--- src/rtl/hazard_scoreboard_if.sv ---
// Hazard scoreboard bundle: D-stage tags and E-stage sources in, stall/forward controls out.
// HZ_PERF_CNT_EN adds the perf_stall_cnt / perf_fwd_cnt observation counters.
interface hazard_scoreboard_if #(
  parameter int AW = 5
);
  logic          id_valid;
  logic [AW-1:0] id_rs;
  logic [AW-1:0] id_rt;
  logic [1:0]    id_rs_need;
  logic [1:0]    id_rt_need;
  logic [AW-1:0] id_dst;
  logic [1:0]    id_dst_rdy;
  logic          id_md_start;
  logic          id_hilo_use;
  logic          flush;
  logic [AW-1:0] e_rs;
  logic [AW-1:0] e_rt;

  logic          stall;
  logic          pc_en;
  logic          ifid_en;
  logic          idex_clr;
  logic [1:0]    fwd_d_rs;
  logic [1:0]    fwd_d_rt;
  logic [1:0]    fwd_e_rs;
  logic [1:0]    fwd_e_rt;
  logic          md_busy;
`ifdef HZ_PERF_CNT_EN
  logic [31:0]   perf_stall_cnt;
  logic [31:0]   perf_fwd_cnt;
`endif

  modport master (
`ifdef HZ_PERF_CNT_EN
    input  perf_stall_cnt, perf_fwd_cnt,
`endif
    output id_valid, id_rs, id_rt, id_rs_need, id_rt_need, id_dst, id_dst_rdy,
    output id_md_start, id_hilo_use, flush, e_rs, e_rt,
    input  stall, pc_en, ifid_en, idex_clr,
    input  fwd_d_rs, fwd_d_rt, fwd_e_rs, fwd_e_rt, md_busy
  );

  modport slave (
`ifdef HZ_PERF_CNT_EN
    output perf_stall_cnt, perf_fwd_cnt,
`endif
    input  id_valid, id_rs, id_rt, id_rs_need, id_rt_need, id_dst, id_dst_rdy,
    input  id_md_start, id_hilo_use, flush, e_rs, e_rt,
    output stall, pc_en, ifid_en, idex_clr,
    output fwd_d_rs, fwd_d_rt, fwd_e_rs, fwd_e_rt, md_busy
  );
endinterface

--- src/rtl/hazard_scoreboard.sv ---
// Pipeline hazard scoreboard: E/M/W writer tags, D/E forward selects, stall and mult/div busy window.
// Optional macro HZ_PERF_CNT_EN enables the stall and forward performance counters.
module hazard_scoreboard #(
  parameter int AW     = 5,
  parameter int MD_LAT = 8,
  parameter int CW     = 8
) (
  input  logic                 clk,
  input  logic                 reset,
  hazard_scoreboard_if.slave   hz
);

  // Slot index 0 = E, 1 = M, 2 = W
  logic [2:0]          slotValid;
  logic [2:0][AW-1:0]  slotDst;
  logic [2:0][1:0]     slotRdy;
  logic [CW-1:0]       mdCnt;

  logic [2:0] rsRes;
  logic [2:0] rtRes;
  logic [1:0] eRsSel;
  logic [1:0] eRtSel;
  logic       mdBusy;
  logic       hiloStall;
  logic       stallInt;
  logic       accept;
  logic       mdAccept;

  function automatic logic [1:0] normCode(input logic [1:0] c);
    return (c == 2'b11) ? 2'b10 : c;
  endfunction

  // Returns {stall, fwd_sel}; only the youngest matching slot is considered.
  function automatic logic [2:0] dHazard(
    input logic [AW-1:0]     src,
    input logic [1:0]        needRaw,
    input logic [2:0]        sv,
    input logic [2:0][AW-1:0] sd,
    input logic [2:0][1:0]   sr
  );
    logic [1:0] need;
    logic       found;
    int         pos;
    logic       stl;
    logic [1:0] sel;
    need  = normCode(needRaw);
    found = 1'b0;
    pos   = 0;
    stl   = 1'b0;
    sel   = 2'b00;
    if ((need != 2'b00) && (src != '0)) begin
      for (int i = 0; i < 3; i++) begin
        if (!found && sv[i] && (sd[i] == src) && (sr[i] != 2'b00)) begin
          found = 1'b1;
          pos   = i;
        end
      end
      if (found) begin
        if ((pos + 1 + ((need == 2'b10) ? 1 : 0)) <= int'(sr[pos]))
          stl = 1'b1;
        if (need == 2'b01) begin
          if (pos == 1)      sel = 2'b01;
          else if (pos == 2) sel = 2'b10;
        end
      end
    end
    return {stl, sel};
  endfunction

  // M with a load result still pending yields no forward rather than falling through to W.
  function automatic logic [1:0] eForward(
    input logic [AW-1:0]     src,
    input logic [2:0]        sv,
    input logic [2:0][AW-1:0] sd,
    input logic [2:0][1:0]   sr
  );
    logic [1:0] sel;
    sel = 2'b00;
    if (src != '0) begin
      if (sv[1] && (sd[1] == src) && (sr[1] != 2'b00))
        sel = (sr[1] == 2'b01) ? 2'b01 : 2'b00;
      else if (sv[2] && (sd[2] == src) && (sr[2] != 2'b00))
        sel = 2'b10;
    end
    return sel;
  endfunction

  assign rsRes  = dHazard(hz.id_rs, hz.id_rs_need, slotValid, slotDst, slotRdy);
  assign rtRes  = dHazard(hz.id_rt, hz.id_rt_need, slotValid, slotDst, slotRdy);
  assign eRsSel = eForward(hz.e_rs, slotValid, slotDst, slotRdy);
  assign eRtSel = eForward(hz.e_rt, slotValid, slotDst, slotRdy);

  assign mdBusy    = (mdCnt != '0);
  assign hiloStall = (hz.id_hilo_use | hz.id_md_start) & mdBusy;
  // reset low forces every control to its idle value
  assign stallInt  = reset & hz.id_valid & (rsRes[2] | rtRes[2] | hiloStall) & ~hz.flush;
  assign accept    = hz.id_valid & ~stallInt & ~hz.flush;
  assign mdAccept  = accept & hz.id_md_start;

  assign hz.stall    = stallInt;
  assign hz.pc_en    = ~stallInt;
  assign hz.ifid_en  = ~stallInt;
  assign hz.idex_clr = reset & (stallInt | hz.flush);
  assign hz.fwd_d_rs = reset ? rsRes[1:0] : 2'b00;
  assign hz.fwd_d_rt = reset ? rtRes[1:0] : 2'b00;
  assign hz.fwd_e_rs = reset ? eRsSel : 2'b00;
  assign hz.fwd_e_rt = reset ? eRtSel : 2'b00;
  assign hz.md_busy  = mdBusy;

  always_ff @(posedge clk) begin
    if (!reset) begin
      slotValid <= '0;
      slotDst   <= '0;
      slotRdy   <= '0;
      mdCnt     <= '0;
    end else begin
      slotValid <= {slotValid[1:0], accept};
      slotDst   <= {slotDst[1:0], hz.id_dst};
      slotRdy   <= {slotRdy[1:0], normCode(hz.id_dst_rdy)};
      if (mdAccept)
        mdCnt <= CW'(MD_LAT);
      else if (mdBusy)
        mdCnt <= mdCnt - CW'(1);
    end
  end

`ifdef HZ_PERF_CNT_EN
  logic [31:0] stallCnt;
  logic [31:0] fwdCnt;
  logic        anyFwd;

  assign anyFwd = (hz.fwd_d_rs != 2'b00) | (hz.fwd_d_rt != 2'b00) |
                  (hz.fwd_e_rs != 2'b00) | (hz.fwd_e_rt != 2'b00);

  always_ff @(posedge clk) begin
    if (!reset) begin
      stallCnt <= '0;
      fwdCnt   <= '0;
    end else begin
      if (stallInt) stallCnt <= stallCnt + 32'd1;
      if (anyFwd)   fwdCnt   <= fwdCnt + 32'd1;
    end
  end

  assign hz.perf_stall_cnt = stallCnt;
  assign hz.perf_fwd_cnt   = fwdCnt;
`endif

endmodule
--- src/flat_wrapper.sv ---
// flat-port wrapper written by rule: the top's interface ports become plain ports
module hazard_scoreboard_flat 
#(
  parameter int AW     = 5,
  parameter int MD_LAT = 8,
  parameter int CW     = 8
)
  (clk, reset, hz_id_valid, hz_id_rs, hz_id_rt, hz_id_rs_need, hz_id_rt_need, hz_id_dst, hz_id_dst_rdy, hz_id_md_start, hz_id_hilo_use, hz_flush, hz_e_rs, hz_e_rt, hz_stall, hz_pc_en, hz_ifid_en, hz_idex_clr, hz_fwd_d_rs, hz_fwd_d_rt, hz_fwd_e_rs, hz_fwd_e_rt, hz_md_busy);
  hazard_scoreboard_if #(.AW(AW)) hz_i ();
  input  logic clk;
  input  logic reset;
  input wire logic [$bits(hz_i.id_valid)-1:0] hz_id_valid;
  input wire logic [$bits(hz_i.id_rs)-1:0] hz_id_rs;
  input wire logic [$bits(hz_i.id_rt)-1:0] hz_id_rt;
  input wire logic [$bits(hz_i.id_rs_need)-1:0] hz_id_rs_need;
  input wire logic [$bits(hz_i.id_rt_need)-1:0] hz_id_rt_need;
  input wire logic [$bits(hz_i.id_dst)-1:0] hz_id_dst;
  input wire logic [$bits(hz_i.id_dst_rdy)-1:0] hz_id_dst_rdy;
  input wire logic [$bits(hz_i.id_md_start)-1:0] hz_id_md_start;
  input wire logic [$bits(hz_i.id_hilo_use)-1:0] hz_id_hilo_use;
  input wire logic [$bits(hz_i.flush)-1:0] hz_flush;
  input wire logic [$bits(hz_i.e_rs)-1:0] hz_e_rs;
  input wire logic [$bits(hz_i.e_rt)-1:0] hz_e_rt;
  output wire logic [$bits(hz_i.stall)-1:0] hz_stall;
  output wire logic [$bits(hz_i.pc_en)-1:0] hz_pc_en;
  output wire logic [$bits(hz_i.ifid_en)-1:0] hz_ifid_en;
  output wire logic [$bits(hz_i.idex_clr)-1:0] hz_idex_clr;
  output wire logic [$bits(hz_i.fwd_d_rs)-1:0] hz_fwd_d_rs;
  output wire logic [$bits(hz_i.fwd_d_rt)-1:0] hz_fwd_d_rt;
  output wire logic [$bits(hz_i.fwd_e_rs)-1:0] hz_fwd_e_rs;
  output wire logic [$bits(hz_i.fwd_e_rt)-1:0] hz_fwd_e_rt;
  output wire logic [$bits(hz_i.md_busy)-1:0] hz_md_busy;
  assign hz_i.id_valid = hz_id_valid;
  assign hz_i.id_rs = hz_id_rs;
  assign hz_i.id_rt = hz_id_rt;
  assign hz_i.id_rs_need = hz_id_rs_need;
  assign hz_i.id_rt_need = hz_id_rt_need;
  assign hz_i.id_dst = hz_id_dst;
  assign hz_i.id_dst_rdy = hz_id_dst_rdy;
  assign hz_i.id_md_start = hz_id_md_start;
  assign hz_i.id_hilo_use = hz_id_hilo_use;
  assign hz_i.flush = hz_flush;
  assign hz_i.e_rs = hz_e_rs;
  assign hz_i.e_rt = hz_e_rt;
  assign hz_stall = hz_i.stall;
  assign hz_pc_en = hz_i.pc_en;
  assign hz_ifid_en = hz_i.ifid_en;
  assign hz_idex_clr = hz_i.idex_clr;
  assign hz_fwd_d_rs = hz_i.fwd_d_rs;
  assign hz_fwd_d_rt = hz_i.fwd_d_rt;
  assign hz_fwd_e_rs = hz_i.fwd_e_rs;
  assign hz_fwd_e_rt = hz_i.fwd_e_rt;
  assign hz_md_busy = hz_i.md_busy;
  hazard_scoreboard #(.AW(AW), .MD_LAT(MD_LAT), .CW(CW)) u_core (.clk(clk), .reset(reset), .hz(hz_i));
endmodule
--- config.mk ---
export PLATFORM = sky130hd
export DESIGN_NAME = hazard_scoreboard_flat
export DESIGN_NICKNAME = d
export VERILOG_FILES = /design/src/rtl/hazard_scoreboard_if.sv /design/src/rtl/hazard_scoreboard.sv /design/src/flat_wrapper.sv
export SDC_FILE = /design/constraint.sdc
export NUM_CORES = 1
export LEC_CHECK = 0
export BUFFER_PORTS_ARGS = -buffer_cell sky130_fd_sc_hd__buf_4
export CAP_MARGIN = 20
export CORE_MARGIN = 2
export CORE_UTILIZATION = 30
export CTS_CLUSTER_DIAMETER = 200
export CTS_CLUSTER_SIZE = 25
export DETAILED_ROUTE_END_ITERATION = 8
export PLACE_DENSITY = 0.57
export SYNTH_ARGS = -nofsm -noshare
export SYNTH_HDL_FRONTEND = slang
export SYNTH_SLANG_ARGS = --single-unit
--- constraint.sdc ---
create_clock -name clk -period 5.75 [get_ports clk]
set_input_delay 0.2875 -clock clk [delete_from_list [all_inputs] [get_ports clk]]
set_output_delay 0.2875 -clock clk [all_outputs]
set_load 0.01 [all_outputs]
## Yosys cells after proc, flatten, opt, wreduce, memory -nomap -nowiden

Cells that the tools add are included.

| cells by class | value |
|---|---|
| add/sub/neg operators | 5 |
| multipliers | 0 |
| div/mod/pow operators | 0 |
| order comparisons | 4 |
| eq/ne operators | 22 |
| shifts and indexed selects | 0 |
| muxes and demuxes | 58 |
| bitwise gates (word level) | 15 |
| reduce and logical (&&, ||, !) cells | 43 |

Operators with widths:

| kind | number |
|---|---|
| $add 32x2->32 const B | 2 |
| $add 32x32->32 | 2 |
| $eq 32x2->1 const B | 2 |
| $eq 32x3->1 const B | 2 |
| $le 32x3->1 | 2 |
| $lt 32x4->1 const B | 2 |
| $mux 32 | 2 |
| $mux 2 | 29 |
| $eq 5x5->1 | 10 |
| $logic_and 1x1->1 | 26 |
| $mux 1 | 23 |
| $reduce_bool 5->1 | 4 |
| $reduce_bool 2->1 | 6 |
| $eq 2x2->1 const B | 5 |
| $and 1x1->1 | 8 |
| $bmux 2 s2 | 2 |
| $mux 4 | 2 |
| $reduce_bool 8->1 | 1 |
| $sub 8x1->8 const B | 1 |
| $eq 2x1->1 const B | 3 |
| $logic_not 1->1 | 4 |
| $or 1x1->1 | 4 |
| $reduce_or 2->1 | 2 |
| $not 1->1 | 3 |

| word-level totals | value |
|---|---|
| register bits after elaboration | 32 |
| bits in latches | 0 |
| memory bits (writable) | 0 |
| ROM bits | 0 |
| word-level logic and storage cells | 157 |
| memories | 0 |

## Longest topological paths before layout

Gate-level depths: netlist (run 1).

| logic depth | value |
|---|---|
| depth after elaboration | 33 |
| depth in mapped cells | 16 |
| gate-level depth less buffers | 13 |

## Worst setup path before layout (run 1)

OpenSTA, ideal clock, no wires.

| path | value |
|---|---|
| path type | in2out |
| start | input port hz_id_rs[0] |
| end | output port hz_pc_en |
| arrival time | 3,094 ps |
| data required time | 5,463 ps |
| path slack | 2,369 ps |
| stages | 15 |
| buffers on the path | 2 |
| cells stage by stage | buf_2 > xnor2_1 > nand4_1 > nor3_1 > nor3_1 > mux2_2 > mux2i_1 > ha_1 > nor2b_1 > o21ai_0 > o221ai_1 > or3_1 > o2111a_2 > nand2b_1 > buf_4 |

| on the way | value |
|---|---|
| word-level cells in the longest chain between the ends | 29 |

Ends and longest elaborated chain:

| what | RTL line | source |
|---|---|---|
| start: declaration | flat_wrapper.sv:13 | `input wire logic [$bits(hz_i.id_rs)-1:0] hz_id_rs;` |
| parallel branches: the longest is 23 deep, another holds $eq 5x5->1 | -- |  |
| $mux 1 (*) | hazard_scoreboard.sv:51 | `if ((need != 2'b00) && (src != '0)) begin` |
| $or 1x1->1 (*) (2 in series) | hazard_scoreboard.sv:96 | `assign stallInt = reset & hz.id_valid & (rsRes[2] \| rtRes[2] \| hiloStall) & ~hz.flush;` |
| $and 1x1->1 (*) (2 in series) | hazard_scoreboard.sv:96 |  |
| $not 1->1 (*) | -- |  |
| end: declaration | flat_wrapper.sv:25 | `output wire logic [$bits(hz_i.pc_en)-1:0] hz_pc_en;` |

Mark *: on every way between the ends. The select of a mux whose other input is x is not followed.

## Final worst setup path (run 1)

| path | value |
|---|---|
| start | register u_core.slotDst[7] (netlist name) |
| end | output port hz_idex_clr |

| on the way | value |
|---|---|
| word-level cells in the longest chain between the ends | 24 |

Ends and longest elaborated chain:

| what | RTL line | source |
|---|---|---|
| start: declaration | hazard_scoreboard.sv:15 | `logic [2:0][AW-1:0] slotDst;` |
| start signal: assignment | hazard_scoreboard.sv:118 | `slotDst <= {slotDst[1:0], hz.id_dst};` |
| parallel branches: the longest is 18 deep, another holds $add 32x2->32 | -- |  |
| $or 1x1->1 (*) (2 in series) | hazard_scoreboard.sv:96 |  |
| $and 1x1->1 (*) (2 in series) | hazard_scoreboard.sv:96 |  |
| $or 1x1->1 (*) | hazard_scoreboard.sv:103 | `assign hz.idex_clr = reset & (stallInt \| hz.flush);` |
| $and 1x1->1 (*) | hazard_scoreboard.sv:103 |  |
| end: declaration | flat_wrapper.sv:27 | `output wire logic [$bits(hz_i.idex_clr)-1:0] hz_idex_clr;` |

Marked as above.

==> results of run 1 <==
==> metal layers <==
| metal | share of wire | vias to the layer above |
|---|---|---|
| met5 | 0 | - |
| met4 | 0.013 | 0 |
| met3 | 0.048 | 7 |
| met2 | 0.47 | 40 |
| met1 | 0.47 | 799 |
| li1 | - | 912 |
==> kinds of logic (layout without fill, tap and decap cells) <==
group	after synthesis	count (layout)
AO/OA/AOI/OAI	16	16
XOR/XNOR	58	58
adder cells (fa/ha/maj)	6	6
buffers and inverters	16	61
flip-flops	32	32
multiplexers	10	10
AND/OR/NAND/NOR	105	105
==> metrics by stage <==
step	util	std cells	worst slack, ns	instance area (sq um)
final	0.387	384	1.67	2630
after global placement	0.374	376	1.99	2540
after detailed placement	0.374	376	1.99	2540
after global routing	0.387	384	1.43	2630
after CTS	0.387	384	1.69	2630
after floorplan	-	243	2.37	2110
==> cells in the final DEF, fill, tap and decap left out, types with 3 or more instances in the layout <==
master / instances
buf_4: 49
xor2_1: 32
dfxtp_1: 32
xnor2_1: 26
and2_1: 21
nor2_1: 19
nand2_1: 18
nor4_1: 13
ha_1: 6
clkbuf_8: 6
nand3_1: 5
o21ai_0: 5
inv_1: 4
or4_1: 4
nor3_1: 4
mux2_2: 4
mux2i_1: 4
nor2b_1: 4
nand4_1: 3
or3_1: 3
nand2b_1: 3
==> worst paths after layout <==
kind	start	to
setup / recovery	u_core.slotDst[7]	hz_idex_clr
hold / removal	hz_id_md_start	u_core.mdCnt[1]
setup reg to reg	u_core.slotDst[7]	u_core.mdCnt[3]
hold reg to reg	u_core.slotValid[0]	u_core.slotValid[1]
==> report_power, final <==
group	switching, uW	total (uW)	internal [uW]	leakage (uW)
Combinational	127	253	126	0.000822
Sequential	32.5	288	256	0.000263
Clock	82.2	180	97.6	0.0000455
Total	242	721	479	0.00113
==> area by class of cell <==
cell class	count	area share
Tap cell	96	0.0457
Clock buffer	8	0.0343
Timing Repair Buffer	49	0.140
Multi-Input combinational cell	195	0.531
Sequential cell	32	0.244
Inverter	4	0.00571
==> state kept, by name, indices dropped and copies added (netlist names) <==
signal,count
u_core.mdCnt,8
u_core.slotValid,3
u_core.slotDst,15
u_core.slotRdy,6
==> results.json, run 1 <==
{
  "rsz0062_at_grt": "false",
  "min_path_cells": 2,
  "yosysWarnings": 0,
  "grtUsageTotal": 0.137,
  "clk_pin_slew_ns": 0.07,
  "final.setup.tns_ns": 0,
  "drcViolationCount": 0,
  "avgSynthCellArea_sq_um": 8.69,
  "syn_inst": 243,
  "muxShareOfSynthArea": 0.0527,
  "io_buffers": 49,
  "synth_top_family_by_area": "simple AND/OR/NAND/NOR gates",
  "worstPathRequired_ns": 5.46,
  "ios": 50,
  "synth.top_cell.area_share": 0.303,
  "cpMaxStageDelayCell": "nor3_1",
  "multi_input_area_sq_mm": 0.00140,
  "antenna_cells": 0,
  "path_cells": "xnor2_1 -> nand4_1 -> nor3_1 -> mux2_2 -> mux2i_1 -> ha_1 -> nor2b_1 -> o21ai_0 -> o221ai_1 -> or3_1 -> o2111a_2 -> o21ai_0 -> buf_4",
  "grt_max_degree": 34,
  "synth_compound_area_frac": 0.0533,
  "dr_total_vias": 1758,
  "wire_per_inst_microns": 13.3,
  "arrival_ns": 3.79,
  "synth_top_cell_by_area": "dfxtp_1",
  "cap_violations": 0,
  "grt_overflow": 0,
  "worstRegToRegCells": 12,
  "cts_buffers": 5,
  "coreArea_sq_mm": 0.00679,
  "dpl.hpwl_microns": 4090,
  "period_share": 0.710,
  "cpPeakStageDelay_ns": 0.58,
  "wl_microns": 5120,
  "insertion_delay_ns": 0.29,
  "synthArstFlopShare": 0,
  "path_delay_family": "simple AND/OR/NAND/NOR gates",
  "cp_max_fo": 7,
  "cp.depth": 13,
  "fillerInstances": 709,
  "critical_path_class": "register to output pin",
  "cts.path.max_buffers": 2,
  "dr.pass1.iters": 4,
  "hold_path.class": "input pin to register",
  "yosysSeqAreaShare": 0.303,
  "synth_common_cells": "dfxtp_1 (32), xor2_1 (32), xnor2_1 (26)",
  "crit_path_end_kind": "output pin",
  "viasPerCell": 4.58,
  "area.growth.synth_to_final_pct": 24.5,
  "initialDrtViolationCount": 77,
  "ys_seq_elements": 32,
  "yosys-top-cells-area": "dfxtp_1 (30%), xor2_1 (13%), xnor2_1 (11%), and2_1 (6.2%), nor4_1 (3.9%)",
  "power.density_mw_per_mm2": 274,
  "grt-busiest-layer": "met2",
  "die_h_microns": 87.9,
  "die_w_microns": 87.9,
  "grt_pass1_wl_microns": 8090,
  "path_buf_inv": 1,
  "grt_pass1_vias": 1702,
  "post-cts-setup-buffers": 0,
  "slew_headroom": 0.528,
  "vdd_drop_max_v": 0.000165,
  "clock-sinks": 32,
  "dieArea_sq_mm": 0.00773,
  "ys_types": 42,
  "cts_resized": 0,
  "r2r_slack_ns": 2.19,
  "synthSimpleGateAreaFrac": 0.279,
  "nets": 330,
  "final-hold-violation-count": 0,
  "fin_hold_ws_ns": 0.213,
  "grtUsageMet1": 0.176,
  "crit_top_cell": "o21ai_0",
  "grtUsageMet2": 0.227,
  "ys.flop_type": "dfxtp_1",
  "finalSetupViolations": 0,
  "synth_edf_count": 0,
  "fmax_mhz": 245,
  "drive_above_1_share": 0.229,
  "cellLeakagePower_uw": 0.00113,
  "h-tree-depth": 2,
  "synthesis.area_sq_mm": 0.00211,
  "synthXorXnorAreaFrac": 0.241,
  "outcome": "completed",
  "syn_nets": 286,
  "initial_core_util": 0.311,
  "total_power_uw": 721,
  "regArea_sq_um": 641,
  "cp-start-kind": "register",
  "synthAdderAreaFrac": 0.0355,
  "rows": 30,
  "clock_tree.root_cell": "clkbuf_8",
  "worstMarginPinSlew_ns": 0.703,
  "grt_util_met3": 0.0292,
  "tritoncts": "done",
  "fin_skew_ns": 0.0137,
  "fin_crit_ns": 4.08,
  "place.gp.congestion": 0.856,
  "ant_nets": 0,
  "antenna_found_initial": 0,
  "slew_viol_final": 0,
  "hold_buffers": 0
}
Power figures use the tool's default switching activity.
==> run 2: changes to the inputs <==
--- a/config.mk
+++ b/config.mk
@@ -12,7 +12,7 @@
 export CTS_CLUSTER_DIAMETER = 200
 export CTS_CLUSTER_SIZE = 25
 export DETAILED_ROUTE_END_ITERATION = 8
-export PLACE_DENSITY = 0.57
+export PLACE_DENSITY = 0.58
 export SYNTH_ARGS = -nofsm -noshare
 export SYNTH_HDL_FRONTEND = slang
 export SYNTH_SLANG_ARGS = --single-unit
==> constraint.sdc (replaced) <==
create_clock -name clk -period 3.55 [get_ports clk]
set_input_delay 0.1775 -clock clk [delete_from_list [all_inputs] [get_ports clk]]
set_output_delay 0.1775 -clock clk [all_outputs]
set_load 0.01 [all_outputs]
==> run 2 against run 1 <==
Net effect: power grew 75%; clock skew is 0.0091 ns lower; global-route usage grew 1.3 points; non-clock buffer count increased by 17; hold slack lost 0.12 ns; first-iteration DRC count decreased by 13%; largest power group unchanged; via count rose by 5.8%; cell area grew 9.8%; critical path type unchanged; sequential cell count did not move; sequential share of layout area is 1.9 points lower; sequential power rose by 60%; the flow now finishes with violations (negative setup slack).
==> results.json, run 2 (synthesis results as in run 1) <==
{
  "antenna_found_initial": 0,
  "arrival_ns": 3.47,
  "slew_viol_final": 0,
  "cpPeakStageDelay_ns": 0.52,
  "ant_nets": 0,
  "finalSetupViolations": 4,
  "cp_max_fo": 5,
  "ios": 50,
  "rows": 30,
  "cap_violations": 0,
  "cts_buffers": 5,
  "path_cells": "xor2_1 -> or4_4 -> nor3_4 -> nand2b_4 -> mux2_4 -> mux2i_2 -> ha_1 -> nor2b_4 -> a2bb2oi_2 -> nor3_2 -> o31ai_2 -> o2111a_2 -> nand2b_4 -> buf_6",
  "drive_above_1_share": 0.341,
  "dieArea_sq_mm": 0.00773,
  "fin_skew_ns": 0.00464,
  "power.density_mw_per_mm2": 438,
  "place_ws_ns": 0.0877,
  "wire_per_inst_microns": 13.4,
  "dr_total_vias": 1860,
  "wl_microns": 5390,
  "crit_path_end_kind": "output pin",
  "total_power_uw": 1260,
  "finalInstanceArea_sq_mm": 0.00289,
  "grtUsageTotal": 0.149,
  "worstMarginPinSlew_ns": 0.354,
  "slew_headroom": 0.761,
  "dp_cells": 387,
  "rsz0062_at_grt": "true",
  "critical_path_class": "register to output pin",
  "h-tree-depth": 2,
  "layout_commonest_cell": "buf_4",
  "cellLeakagePower_uw": 0.00126,
  "clock_tree.root_cell": "clkbuf_8",
  "worstPathRequired_ns": 3.37,
  "clk_pin_slew_ns": 0.07,
  "path_buf_inv": 1,
  "cts.path.max_buffers": 2,
  "outcome": "finished with violations",
  "drcViolationCount": 0,
  "initialDrtViolationCount": 67,
  "die_h_microns": 87.9,
  "io_buffers": 49,
  "grt_pass1_vias": 1784,
  "fin_crit_ns": 3.65,
  "viasPerCell": 4.64,
  "tritoncts": "done",
  "largest_registers": "u_core.slotDst x15, u_core.mdCnt x8, u_core.slotRdy x6",
  "violations": "negative setup slack",
  "place.gp.congestion": 0.835,
  "cp-start-kind": "register",
  "path_delay_family": "simple AND/OR/NAND/NOR gates",
  "fmax_mhz": 274,
  "grt_overflow": 0,
  "coreArea_sq_mm": 0.00679,
  "layout_setup_ws_ns": -0.0971,
  "regMostFlops": "u_core.slotDst",
  "final_cells": 401,
  "final_cell_mix": "buf_4 (63), xor2_1 (32), dfxtp_1 (27)",
  "fin_hold_ws_ns": 0.0902,
  "grt_max_degree": 34,
  "initial_core_util": 0.311,
  "antenna_cells": 0,
  "dpl_cell_area_sq_mm": 0.00262,
  "dr.pass1.iters": 4,
  "grt_pass1_wl_microns": 8780,
  "final-hold-violation-count": 0,
  "cpMaxStageDelayCell": "or4_4",
  "period_share": 1.03,
  "dpl.hpwl_microns": 4200,
  "area.growth.synth_to_final_pct": 36.7,
  "crit_top_cell": "nand2b_4",
  "largest_reg_flops": 15,
  "hold_path.class": "input pin to register",
  "hold_buffers": 0,
  "insertion_delay_ns": 0.29,
  "vdd_drop_max_v": 0.000392,
  "clock-sinks": 32,
  "nets": 347,
  "die_w_microns": 87.9
}
## run 2: cell count changes in the layout (fill, tap and decap cells not counted), sizes merged
cell / before / now
buf: 49 / 66
clkbuf: 8 / 5
bufinv: 0 / 1
clkinv: 0 / 1
clkinvlp: 0 / 1
## run 2: final timing paths
check                                       start                 to  slack, ns  cells past startpoint
worst max register to register  u_core.slotDst[1]    u_core.mdCnt[3]       0.15                     14
worst min register to register  u_core.slotDst[2]  u_core.slotDst[7]       0.49                      1
worst max-delay path            u_core.slotDst[1]         hz_ifid_en       -0.1                     14
worst min-delay path               hz_id_md_start    u_core.mdCnt[0]       0.09                      2
## run 2: layout make-up
class                           instances  area (sq um)
Clock buffer                            5          68.8
Clock inverter                          3          42.5
Fill cell                             689          3910
Inverter                                4          15.0
Multi-Input combinational cell        195          1480
Sequential cell                        32           649
Tap cell                               96           120
Timing Repair Buffer                   66           507
## run 2: repair_timing
action,4_1_cts,5_1_grt
resized for setup,15,15
setup buffers,3,3
cloned,0,0
endpoints found under the setup margin,4,4
pin swaps,7,11
## run 2: worst register-to-register path, stage by stage (launching register included)
cell and delay, ns:
dfxtp_4 0.36, xor2_1 0.14, or4_4 0.52, nor3_4 0.23, nand2b_4 0.19, mux2_4 0.31
mux2i_2 0.16, ha_1 0.28, nor2b_4 0.14, a2bb2oi_2 0.13, nor3_2 0.13, o31ai_2 0.12
o2111a_2 0.20, buf_4 0.15, a32o_1 0.24
## run 2: metal layers
| layer | track usage | part of all wire | vias up |
|---|---|---|---|
| li1 | - | - | 949 |
| met1 | 0.207 | 0.48 | 854 |
| met2 | 0.220 | 0.44 | 50 |
| met3 | 0.0471 | 0.061 | 7 |
| met4 | 0.0462 | 0.016 | 0 |
| met5 | 0 | 0 | - |
## run 2: where the power goes
group	switching, uW	leakage, uW	internal (uW)
combinational	223	0.000938	231
clock	143	0.0000541	208
sequential	45.7	0.000265	414
## run 2: per-stage QoR
step | setup TNS [ns] | util
finish | -0.310 | 0.425
global route | -1.06 | 0.425
CTS | -0.107 | 0.412
detailed placement | 0 | 0.386
global placement | 0 | 0.386
floorplan | 0 | -
==> run 3: changes to the inputs <==
--- a/config.mk
+++ b/config.mk
@@ -12,7 +12,8 @@
 export CTS_CLUSTER_DIAMETER = 200
 export CTS_CLUSTER_SIZE = 25
 export DETAILED_ROUTE_END_ITERATION = 8
-export PLACE_DENSITY = 0.58
+export PLACE_DENSITY = 0.57
+export RECOVER_POWER = 50
 export SYNTH_ARGS = -nofsm -noshare
 export SYNTH_HDL_FRONTEND = slang
 export SYNTH_SLANG_ARGS = --single-unit
==> constraint.sdc (replaced) <==
create_clock -name clk -period 4.47 [get_ports clk]
set_input_delay 0.2235 -clock clk [delete_from_list [all_inputs] [get_ports clk]]
set_output_delay 0.2235 -clock clk [all_outputs]
set_load 0.01 [all_outputs]
==> run 3 against run 2 <==
Net effect: the run now ends clean; clock skew up 0.0015 ns; non-clock buffer count is 17 lower; final cell count is 4.2% lower; via count decreased by 3.8%.
==> results.json, run 3 (synthesis results as in run 1) <==
{
  "outcome": "completed",
  "grt_overflow": 0,
  "largest_registers": "u_core.slotDst x15, u_core.mdCnt x8, u_core.slotRdy x6",
  "dr.pass1.iters": 4,
  "final.setup.tns_ns": 0,
  "min_from": "hz_id_dst[4]",
  "period_share": 0.920,
  "clk_pin_slew_ns": 0.07,
  "nets": 330,
  "cp_max_fo": 7,
  "fin_skew_ns": 0.00617,
  "antenna_cells": 0,
  "cts_buffers": 5,
  "io_buffers": 49,
  "fin_util": 0.390,
  "slew_headroom": 0.153,
  "die_h_microns": 87.9,
  "dr_total_vias": 1790,
  "ios": 50,
  "largest_reg_flops": 15,
  "grtUsageTotal": 0.144,
  "hold_buffers": 0,
  "power.density_mw_per_mm2": 369,
  "final_cells": 384,
  "cp-start-kind": "register",
  "regMostFlops": "u_core.slotDst",
  "arrival_ns": 3.89,
  "tritoncts": "done",
  "antenna_found_initial": 0,
  "fin_crit_ns": 4.11,
  "grt_max_degree": 34,
  "final_cell_mix": "buf_4 (48), xor2_1 (32), dfxtp_1 (32)",
  "dp_cells": 376,
  "area.growth.synth_to_final_pct": 25.4,
  "layout_commonest_cell": "buf_4",
  "fillerInstances": 717,
  "slew_viol_final": 0,
  "critical_path_class": "register to output pin",
  "initial_core_util": 0.311,
  "die_w_microns": 87.9,
  "worstMarginPinSlew_ns": 1.27,
  "vdd_drop_max_v": 0.000293,
  "initialDrtViolationCount": 79,
  "clock_tree.root_cell": "clkbuf_8",
  "hold_path.class": "input pin to register",
  "cellLeakagePower_uw": 0.00113,
  "place.gp.congestion": 0.907,
  "viasPerCell": 4.66,
  "fmax_mhz": 243,
  "layout_setup_ws_ns": 0.358,
  "drcViolationCount": 0,
  "ant_nets": 0,
  "post-cts-setup-buffers": 0,
  "r2r_end": "u_core.mdCnt[3]",
  "cap_violations": 0,
  "final-hold-violation-count": 0,
  "crit_path_end_kind": "output pin",
  "grt_pass1_vias": 1816,
  "clock-sinks": 32,
  "rr_startpoint": "u_core.slotDst[5]",
  "finalSetupViolations": 0,
  "dpl.hpwl_microns": 4100,
  "insertion_delay_ns": 0.29,
  "total_power_uw": 978,
  "worstRegToRegCells": 12,
  "rows": 30,
  "drive_above_1_share": 0.233,
  "wl_microns": 5250,
  "wire_per_inst_microns": 13.7,
  "dieArea_sq_mm": 0.00773,
  "worstPathRequired_ns": 4.25,
  "coreArea_sq_mm": 0.00679,
  "grt_pass1_wl_microns": 8580,
  "min_path_cells": 2,
  "r2r_slack_ns": 0.84,
  "place_ws_ns": 0.653,
  "h-tree-depth": 2,
  "rsz0062_at_grt": "false",
  "worstHoldEndpoint": "u_core.slotDst[4]",
  "cts.path.max_buffers": 2,
  "cts_resized": 0
}
## run 3: cell types whose count changed in the layout (fill, tap and decap cells not counted), moves of 3 or more
| cell | delta |
|---|---|
| buf_4 | -15 |
| and2_0 | +8 |
| and2_1 | -8 |
| dfxtp_1 | +5 |
| dfxtp_2 | -4 |
| buf_6 | -3 |
| nor3_1 | +3 |
| o21ai_0 | +3 |
## run 3: worst max path at each step
stage	start	to	slack [ns]	cells past startpoint
after detailed placement	u_core.slotRdy[0]	hz_idex_clr	0.65	13
after global placement	u_core.slotRdy[0]	hz_idex_clr	0.73	13
final	u_core.slotDst[5]	hz_idex_clr	0.36	13
after CTS	u_core.slotRdy[0]	hz_idex_clr	0.31	13
after floorplan	u_core.slotDst[2]	hz_pc_en	1.20	14
after global routing	u_core.slotRdy[0]	hz_ifid_en	0.05	13
## run 3: final cells by class
class / count / area [sq um] / share of cell area
multi-input cells: 195 / 1400 / 0.527
flip-flops and latches: 32 / 641 / 0.242
repair buffers: 49 / 364 / 0.138
well taps: 96 / 120 / 0.0454
clock buffers: 5 / 68.8 / 0.0260
clock inverters: 3 / 42.5 / 0.0161
inverters: 4 / 15.0 / 0.00567
## run 3: per-stage QoR
stage / instance area (sq um) / hold WS [ns]
6_report: 2650 / 0.137
5_1_grt: 2650 / 0.132
4_1_cts: 2650 / 0.133
3_5_place_dp: 2540 / 0.436
3_3_place_gp: 2540 / 0.435
2_1_floorplan: 2110 / 0.322
## run 3: worst max-delay path, stage by stage, from the launching register on
cell	delay (ns)
dfxtp_1	0.49
xnor2_1	0.16
nand4_1	0.16
nor3_1	0.63
mux2_2	0.41
mux2i_1	0.17
ha_1	0.26
nor2b_1	0.13
o21ai_0	0.17
o221ai_1	0.16
or3_1	0.32
o2111a_2	0.21
o21ai_0	0.18
buf_4	0.15
## run 3: where the power goes
part	switching [uW]	leakage [uW]	internal, uW
logic	164	0.000811	161
clock network	118	0.0000541	165
registers	41.0	0.000263	329
## run 3: metal layers
metal | GRT usage | share of wire | up-vias
met5 | 0 | 0 | -
met4 | 0.0434 | 0.011 | 0
met3 | 0.0368 | 0.053 | 6
met2 | 0.231 | 0.45 | 48
met1 | 0.189 | 0.49 | 824
li1 | - | - | 912
